File: config.mk
export PLATFORM = sky130hd
export DESIGN_NAME = sm3_cf_engine_flat
export DESIGN_NICKNAME = d
export VERILOG_FILES = /design/src/rtl/sm3_pkg.sv /design/src/rtl/sm3_cf_engine_if.sv /design/src/rtl/sm3_round.sv /design/src/rtl/sm3_cf_engine.sv /design/src/flat_wrapper.sv
export SDC_FILE = /design/constraint.sdc
export NUM_CORES = 2
export LEC_CHECK = 0
export BUFFER_PORTS_ARGS = -buffer_cell sky130_fd_sc_hd__buf_2
export CORE_AREA = 2 2 403 405
export DETAILED_ROUTE_END_ITERATION = 8
export DIE_AREA = 0 0 405 407
export GPL_TIMING_DRIVEN = 0
export PLACE_DENSITY = 0.6
export SLEW_MARGIN = 20
export SYNTH_ARGS = -nofsm -noshare
export SYNTH_HDL_FRONTEND = slang
export SYNTH_SLANG_ARGS = --single-unit
File: constraint.sdc
create_clock -name clk -period 14.7 [get_ports clk]
set_input_delay 2.205 -clock clk [delete_from_list [all_inputs] [get_ports clk]]
set_output_delay 2.205 -clock clk [all_outputs]
set_load 0.01 [all_outputs]
File: src/rtl/sm3_pkg.sv
// Shared SM3 constants, state encoding and the boolean/permutation helpers
// used by the compression round and the message expansion.
package sm3_pkg;

    localparam logic [255:0] SM3_IV = 256'h7380166f_4914b2b9_172442d7_da8a0600_a96f30bc_163138aa_e38dee4d_b0fb0e4e;
    localparam logic [31:0]  T_LO   = 32'h79cc4519;
    localparam logic [31:0]  T_HI   = 32'h7a879d8a;

    typedef enum logic [1:0] {
        ST_IDLE  = 2'd0,
        ST_ROUND = 2'd1,
        ST_DONE  = 2'd2
    } state_e;

    // Word A sits in the MSBs so the struct overlays iv/hash bit-for-bit.
    typedef struct packed {
        logic [31:0] a;
        logic [31:0] b;
        logic [31:0] c;
        logic [31:0] d;
        logic [31:0] e;
        logic [31:0] f;
        logic [31:0] g;
        logic [31:0] h;
    } sm3_state_t;

    function automatic logic [31:0] rol(input logic [31:0] x, input logic [4:0] n);
        logic [63:0] t;
        t = {x, x} << n;
        return t[63:32];
    endfunction

    function automatic logic [31:0] p0(input logic [31:0] x);
        return x ^ rol(x, 5'd9) ^ rol(x, 5'd17);
    endfunction

    function automatic logic [31:0] p1(input logic [31:0] x);
        return x ^ rol(x, 5'd15) ^ rol(x, 5'd23);
    endfunction

    function automatic logic [31:0] ff(input logic [31:0] x, input logic [31:0] y,
                                       input logic [31:0] z, input logic [5:0] j);
        if (j[5:4] == 2'b00) return x ^ y ^ z;
        return (x & y) | (x & z) | (y & z);
    endfunction

    function automatic logic [31:0] gg(input logic [31:0] x, input logic [31:0] y,
                                       input logic [31:0] z, input logic [5:0] j);
        if (j[5:4] == 2'b00) return x ^ y ^ z;
        return (x & y) | (~x & z);
    endfunction

    // Rotation amount is j mod 32, i.e. the low five bits of j.
    function automatic logic [31:0] t_const(input logic [5:0] j);
        return rol((j[5:4] == 2'b00) ? T_LO : T_HI, j[4:0]);
    endfunction

endpackage

File: src/rtl/sm3_cf_engine_if.sv
// Start/complete handshake plus data bus between a hash initiator and the
// SM3 compression engine.
interface sm3_cf_engine_if;
    logic         cf_start;
    logic [255:0] iv;
    logic [511:0] block;
    logic [255:0] hash;
    logic         cf_end;

    modport master (output cf_start, iv, block, input  hash, cf_end);
    modport slave  (input  cf_start, iv, block, output hash, cf_end);
endinterface

File: src/rtl/sm3_round.sv
// One combinational SM3 compression round: working state A..H, round index
// and the two message words Wj / Wj+4 in, next A..H out.
module sm3_round
    import sm3_pkg::*;
(
    input  sm3_state_t  v_i,
    input  logic [5:0]  j_i,
    input  logic [31:0] wj_i,
    input  logic [31:0] wj4_i,
    output sm3_state_t  v_o
);

    logic [31:0] a_rot;
    logic [31:0] ss1;
    logic [31:0] ss2;
    logic [31:0] tt1;
    logic [31:0] tt2;

    always_comb begin
        a_rot = rol(v_i.a, 5'd12);
        ss1   = rol(a_rot + v_i.e + t_const(j_i), 5'd7);
        ss2   = ss1 ^ a_rot;
        tt1   = ff(v_i.a, v_i.b, v_i.c, j_i) + v_i.d + ss2 + (wj_i ^ wj4_i);
        tt2   = gg(v_i.e, v_i.f, v_i.g, j_i) + v_i.h + ss1 + wj_i;
        v_o   = '{a: tt1,
                  b: v_i.a,
                  c: rol(v_i.b, 5'd9),
                  d: v_i.c,
                  e: p0(tt2),
                  f: v_i.e,
                  g: rol(v_i.f, 5'd19),
                  h: v_i.g};
    end

endmodule

File: src/rtl/sm3_cf_engine.sv
// Iterative SM3 compression function: one round per clock, message schedule
// expanded on the fly from a 16-word sliding window.
module sm3_cf_engine
    import sm3_pkg::*;
(
    input  logic           clk,
    input  logic           reset,
    sm3_cf_engine_if.slave bus
);

    state_e            state_q, state_d;
    logic [6:0]        j_q, j_d;
    sm3_state_t        v_q, v_d;
    sm3_state_t        work_q, work_d;
    logic [15:0][31:0] w_q, w_d;
    logic [255:0]      hash_q, hash_d;
    logic              cf_end_q, cf_end_d;

    sm3_state_t        round_out;
    logic [31:0]       w_next;

    // w_q[0] always holds Wj, so Wj+4 is w_q[4].
    sm3_round u_round (
        .v_i   (work_q),
        .j_i   (j_q[5:0]),
        .wj_i  (w_q[0]),
        .wj4_i (w_q[4]),
        .v_o   (round_out)
    );

    assign w_next = p1(w_q[0] ^ w_q[7] ^ rol(w_q[13], 5'd15)) ^ rol(w_q[3], 5'd7) ^ w_q[10];

    always_comb begin
        state_d  = state_q;
        j_d      = j_q;
        v_d      = v_q;
        work_d   = work_q;
        w_d      = w_q;
        hash_d   = hash_q;
        cf_end_d = cf_end_q;
        unique case (state_q)
            ST_IDLE: begin
                if (bus.cf_start) begin
                    v_d    = bus.iv;
                    work_d = bus.iv;
                    for (int k = 0; k < 16; k++) begin
                        w_d[k] = bus.block[511 - 32*k -: 32];
                    end
                    j_d     = 7'd0;
                    state_d = ST_ROUND;
                end
            end
            ST_ROUND: begin
                // j reaching 64 marks the extra finalisation edge after round 63.
                if (j_q == 7'd64) begin
                    hash_d   = v_q ^ work_q;
                    cf_end_d = 1'b1;
                    j_d      = 7'd0;
                    state_d  = ST_DONE;
                end else begin
                    work_d = round_out;
                    w_d    = {w_next, w_q[15:1]};
                    j_d    = j_q + 7'd1;
                end
            end
            ST_DONE: begin
                if (!bus.cf_start) begin
                    cf_end_d = 1'b0;
                    state_d  = ST_IDLE;
                end
            end
            default: state_d = ST_IDLE;
        endcase
    end

    always_ff @(posedge clk) begin
        if (reset) begin
            state_q  <= ST_IDLE;
            j_q      <= '0;
            v_q      <= '0;
            work_q   <= '0;
            w_q      <= '0;
            hash_q   <= '0;
            cf_end_q <= 1'b0;
        end else begin
            state_q  <= state_d;
            j_q      <= j_d;
            v_q      <= v_d;
            work_q   <= work_d;
            w_q      <= w_d;
            hash_q   <= hash_d;
            cf_end_q <= cf_end_d;
        end
    end

    assign bus.hash   = hash_q;
    assign bus.cf_end = cf_end_q;

endmodule

File: src/flat_wrapper.sv
// flat-port wrapper written by rule: the top's interface ports become plain ports
module sm3_cf_engine_flat import sm3_pkg::*;
  (clk, reset, bus_cf_start, bus_iv, bus_block, bus_hash, bus_cf_end);
  sm3_cf_engine_if bus_i ();
  input  logic clk;
  input  logic reset;
  input wire logic [$bits(bus_i.cf_start)-1:0] bus_cf_start;
  input wire logic [$bits(bus_i.iv)-1:0] bus_iv;
  input wire logic [$bits(bus_i.block)-1:0] bus_block;
  output wire logic [$bits(bus_i.hash)-1:0] bus_hash;
  output wire logic [$bits(bus_i.cf_end)-1:0] bus_cf_end;
  assign bus_i.cf_start = bus_cf_start;
  assign bus_i.iv = bus_iv;
  assign bus_i.block = bus_block;
  assign bus_hash = bus_i.hash;
  assign bus_cf_end = bus_i.cf_end;
  sm3_cf_engine u_core (.clk(clk), .reset(reset), .bus(bus_i));
endmodule
**Yosys cells after proc, flatten, opt, wreduce, memory -nomap -nowiden**

Cells that the tools add are included.

- Output and inout port bits: 257
- Register bits after elaboration: 1,290
- Bits of input ports: 771

- Equal/unequal tests: 7
- Bitwise operators: 24
- Shifts and indexed selects: 1
- Reductions and logical operators: 10
- $add $sub $neg: 9
- Muxes and demuxes: 22

Operator list:

| operator | count |
|---|---|
| 2-to-1 mux 512 bit | 2 |
| one-hot mux 512 bit (2 select lines) | 1 |
| 2-to-1 mux 256 bit | 2 |
| one-hot mux 256 bit (2 select lines) | 1 |
| bitwise XOR 32 bit | 14 |
| adder 32 bit | 8 |
| bitwise XOR 256 bit | 1 |
| bitwise AND 32 bit | 5 |
| 2-to-1 mux 32 bit | 4 |
| OR 32 bit | 3 |
| << shifter 63 x 5 -> 64 bit | 1 |
| NOT 32 bit | 1 |
| 2-to-1 mux 26 bit | 1 |
| 2-to-1 mux 7 bit | 2 |
| one-hot mux 7 bit (2 select lines) | 1 |
| AND reduction 3 bit | 3 |
| adder 7 x 1 -> 7 bit (second input constant) | 1 |
| equality test 7 bit (second input constant) | 1 |
| 2-to-1 mux 2 bit | 3 |
| != test 2 bit (second input constant) | 3 |
| one-hot mux 2 bit (3 select lines) | 1 |
| AND reduction 2 bit | 3 |
| logical NOT 2 bit | 2 |
| nonzero test 2 bit | 2 |
| 5 further kinds | 7 |

**Logic depth before layout (Yosys ltp)**

- Word-level depth: 11
- Gate-level depth with buffers: 43

**Modules after synthesis**

Synthesis repeated with hierarchy kept, for this count alone.

- Cell total of the unflattened synthesis: 8,661
- Area total of the unflattened synthesis: 70,163.5 um^2

By module, submodules not included:

| module | seq. area each (um^2) | cells an instance | times used | area an instance (um^2) |
|---|---|---|---|---|
| sm3_cf_engine | 25,824.8 | 6,807 | 1 | 55,555.8 |
| sm3_round | 0.0 | 1,854 | 1 | 14,607.8 |

**Worst setup path after synthesis**

No wires, ideal clock.

- Kind: flip-flop to flip-flop
- From: register u_core.j_q[4]
- To: register u_core.work_q[126] (netlist name)
- Arrival time: 8.915 ns
- Setup slack: 5.652 ns
- Data required time: 14.566 ns
- Library setup time: 0.134 ns
- Cell stages (with the launch flop): 39
- Cell sequence: dfxtp_1 > nor2_1 > inv_2 > clkbuf_1 > buf_1 > clkbuf_1 > clkbuf_1 > ha_1 > or2_2 > mux2_2 > mux2i_1 > mux2_2 > fa_1 > ha_1 > fa_1 > a21oi_1 > o21ai_1 > a21oi_2 > [3 not listed] > or3b_1 > a31o_2 > a21oi_2 > xnor2_1 > fa_1 > inv_1 > fa_1 > inv_1 > ha_1 > or4_1 > o22a_1 > a21o_1 > a21oi_1 > o21ai_0 > xor2_1 > xnor3_1 > xor2_1 > o22ai_1

- Longest elaborated chain between the ends: 10

Ends and longest elaborated chain:

| item | line | RTL |
|---|---|---|
| from (decl) | sm3_cf_engine.sv:12 | `logic [6:0] j_q, j_d;` |
| from (signal assigned) | sm3_cf_engine.sv:87 | `j_q <= j_d;` |
| logical NOT 2 bit | sm3_pkg.sv:49, sm3_pkg.sv:55 |  |
| 2-to-1 mux 26 bit or 2-to-1 mux 1 bit (tied branches) | sm3_pkg.sv:55, sm3_pkg.sv:49 |  |
| << shifter 63 x 5 -> 64 bit or 2-to-1 mux 32 bit (tied branches) | sm3_pkg.sv:29, sm3_pkg.sv:50 |  |
| adder 32 bit (on tied branches) | sm3_round.sv:21, sm3_round.sv:24 |  |
| adder 32 bit (2 in a row) | sm3_round.sv:24 | `tt2 = gg(v_i.e, v_i.f, v_i.g, j_i) + v_i.h + ss1 + wj_i;` |
| bitwise XOR 32 bit (2 in a row) | sm3_pkg.sv:34 | `return x ^ rol(x, 5'd9) ^ rol(x, 5'd17);` |
| 2-to-1 mux 256 bit | sm3_cf_engine.sv:55 | `if (j_q == 7'd64) begin` |
| one-hot mux 256 bit (2 select lines) | sm3_cf_engine.sv:41 | `unique case (state_q)` |
| to (signal assigned) | sm3_cf_engine.sv:89 | `work_q <= work_d;` |
| to (decl) | sm3_cf_engine.sv:14 | `sm3_state_t work_q, work_d;` |

Several ways; a longest one is shown, not always the timed one. The select of a mux whose other input is x is not followed.
A chain may end at the register's enable or synchronous reset.

**Final worst setup path**

- From: register u_core.j_q[4]
- To: register u_core.work_q[104] (netlist name)

The elaborated chain is that of the path after synthesis.

==> metrics.md <==
| Metric | Value |
|---|---|
| CTS tree | built |
| Die W | 405 um |
| Worst Setup Path Type | reg2reg |
| Critical Path End | u_core.work_q[104] |
| Clock buffer depth | 3 |
| CP max-delay cell | clkbuf_1 |
| Number of H-tree levels | 4 |
| GP Congestion | 1.12 |
| Crit. End Element | flop |
| NumNets Final | 10649 |
| Worst reg2reg setup slack | 1.71 ns |
| Share of layout cells above drive strength 1 | 14.2% |
| DRC Markers | 0 |
| Setup TNS | 0 ns |
| Count leader, synth | nand2_1 |
| Slew @ Worst Pin | 1.39 ns |
| R2R Path End | u_core.work_q[104] |
| Ys Warns | 0 |
| R2r worst-path depth | 40 |
| Overflow after GRT | 0 |
| Main synth FF type | dfxtp_1 |
| Via count | 70042 |
| Worst R2R Start | u_core.j_q[4] |
| Synth Area per Inst | 7.99 sq um |
| Via-to-Cell Ratio | between 5 and 6 |
| Placed Cells | around 12000 |
| RSZ-0062 raised after global routing | false |
| Worst path max stage delay | 0.86 ns |
| Outcome | complete, no violations |
| Cts repair resizes | 0 |
| First-pass GRT wire length | 498000 um |
| Root Driver | clkbuf_16 |
| Hold-fix buffers, CTS | 0 |
| Post-synth ARST share | 0% |
| Hold Vio Cnt, Final | 0 |
| Highest clock rate | 77.0 MHz |
| Initial drt markers | roughly 8500 |
| Max Cap Violations | 0 |
| Worst skew pair latency | 0.82 ns |
| Post-synthesis register bit count | between 1000 and 1500 |
| Non-Filler Instances | approximately 12000 |
| Final worst-path cycle share | 88.4% |
| WP data required | 15.35 ns |
| Synth top area share | 38.4% |
| Area Overhead vs Synth | 19.2% |
| Worst clock skew | 0.0267 ns |
| # Post-CTS Setup Buffers | 0 |
| I/O Buffers | 1026 |
| Post-synth EDFFs | 0 |
| Initial cell density of the core | a little over two fifths |
| DP Wirelength | 309000 um |
| Routed Antenna Nets | 0 |
| Critical Path Source Type | flop |
| Hold Slack | 0.466 ns |
| Initial antenna violation count | 40 |
| Largest area contributor in the netlist | dfxtp_1 |
| Tightest Hold Check Type | reg2reg |
| CP startpoint | u_core.j_q[4] |
| Min cycle time layout | 12.99 ns |
| Final setup viols | 0 |
| WL per Instance | 31.2 um |
| Rel. slew slack | 6.62% |
| Worst-path clk slew | about 0.06 ns |
| I/O pin count | ~1000 |
| CP arrival | 13.64 ns |
| Dominant cells by area after synthesis | dfxtp_1 38%, nand2_1 11%, a311oi_1 9.0% |
| Syn Std Cell Area | 0.0673 sq mm |
| Height of the chip | 407 um |
| Synth Net Count | 9471 |
| Cells after Synth | 8414 |
| DR pass1 iterations | 6 |
| Total GRT Usage | between 40% and 50% |
| Critical-path maximum fanout | 13 |
| Core area | 0.160 sq mm |
| Cts bufs inserted | 147 |
| Register area share after synthesis | 38.4% |
| Count of cell types in the netlist | 83 |
| Vias in the first global route | around 66000 |
| CTS sink cnt | ~1300 |
| Row count | 147 |
| Pin count of the biggest net entering global routing | 17 |
| Die outline area | roughly 0.16 sq mm |
| Synth cell count leaders | 2047 x nand2_1, 1290 x dfxtp_1, 1151 x nor2_1, 688 x a311oi_1, 608 x clkbuf_1 |
| DRT Wirelength | between 300000 and 400000 um |
| Slew Limit Fails | 0 |
flip-flops by register name, summed over array words and instances (netlist names):
name               cells
u_core.bus.cf_end      1
u_core.state_q         2
u_core.v_q           256
u_core.bus.hash      256
u_core.j_q             7
u_core.w_q           512
u_core.work_q        256
cells by family after synthesis:
family          share of synthesized area [%]
xor+xnor                                 9.19
compound gates                           19.2
flops                                    38.4
mux                                      1.31
fa+ha+maj                                7.42
buf+inv                                  5.31
simple gates                             19.2
cell type report:
cell class / instances / area [sq um]
antenna: 19 / 47.5
buffer: 653 / 2510
clock buffer: 206 / 4230
clock inverter: 58 / 681
fill: 16086 / 80000
inverter: 291 / 1090
multi-input combinational: 6180 / 37900
sequential: 1290 / 25800
tap: 2160 / 2700
timing repair buffer: 1029 / 5200
worst max-delay path, delay by kind of cell (launching register included):
family,cells,cell delay (ns)
mux,1,0.19
simple gates,8,1.37
xor+xnor,4,1.89
fa+ha+maj,7,2.82
compound gates,11,2.75
flops,1,0.41
buf+inv,9,3.31
metal layers:
layer	share of wire, %	global-route usage [%]	vias up
li1	-	-	31069
met2	44	67.6	3953
met4	7.5	28.3	28
met1	39	54.6	34136
met5	0.047	0	-
met3	9.0	8.03	856
cells in the final DEF (no fill, tap or decap), types with 69 or more instances in the layout:
| master | n |
|---|---|
| nand2_1 | 2047 |
| dfxtp_1 | 1290 |
| nor2_1 | 1150 |
| buf_2 | 1045 |
| a311oi_1 | 688 |
| clkbuf_1 | 614 |
| xnor2_1 | 601 |
| a21oi_1 | 385 |
| a211oi_1 | 321 |
| inv_1 | 289 |
| fa_1 | 188 |
| clkbuf_16 | 149 |
| o21ai_0 | 124 |
| ha_1 | 98 |
| xor2_1 | 84 |
| mux2i_1 | 69 |
through the flow:
step | util (%) | setup slack (ns) | instance area (sq um)
after CTS | 50.0 | 2.04 | 80100
after detailed placement | 46.9 | 2.08 | 75200
after global placement | 46.9 | 1.89 | 75100
final | 50.1 | 1.71 | 80200
after floorplan | - | 5.65 | 67300
after global routing | 50.0 | 1.40 | 80200
worst min-delay path by stage:
stage,startpoint,endpoint,slack [ns],cells past startpoint
floorplan,u_core.v_q[0],u_core.v_q[0],0.45,2
global placement,u_core.v_q[19],u_core.v_q[19],0.45,2
detailed placement,u_core.v_q[221],u_core.v_q[221],0.46,2
CTS,u_core.w_q[173],u_core.w_q[141],0.46,2
global route,u_core.v_q[62],u_core.v_q[62],0.48,2
finish,u_core.v_q[149],u_core.v_q[149],0.47,2
Power is not shown: default switching activity piles up to over one toggle a cycle in this logic, so the estimate is an artifact.
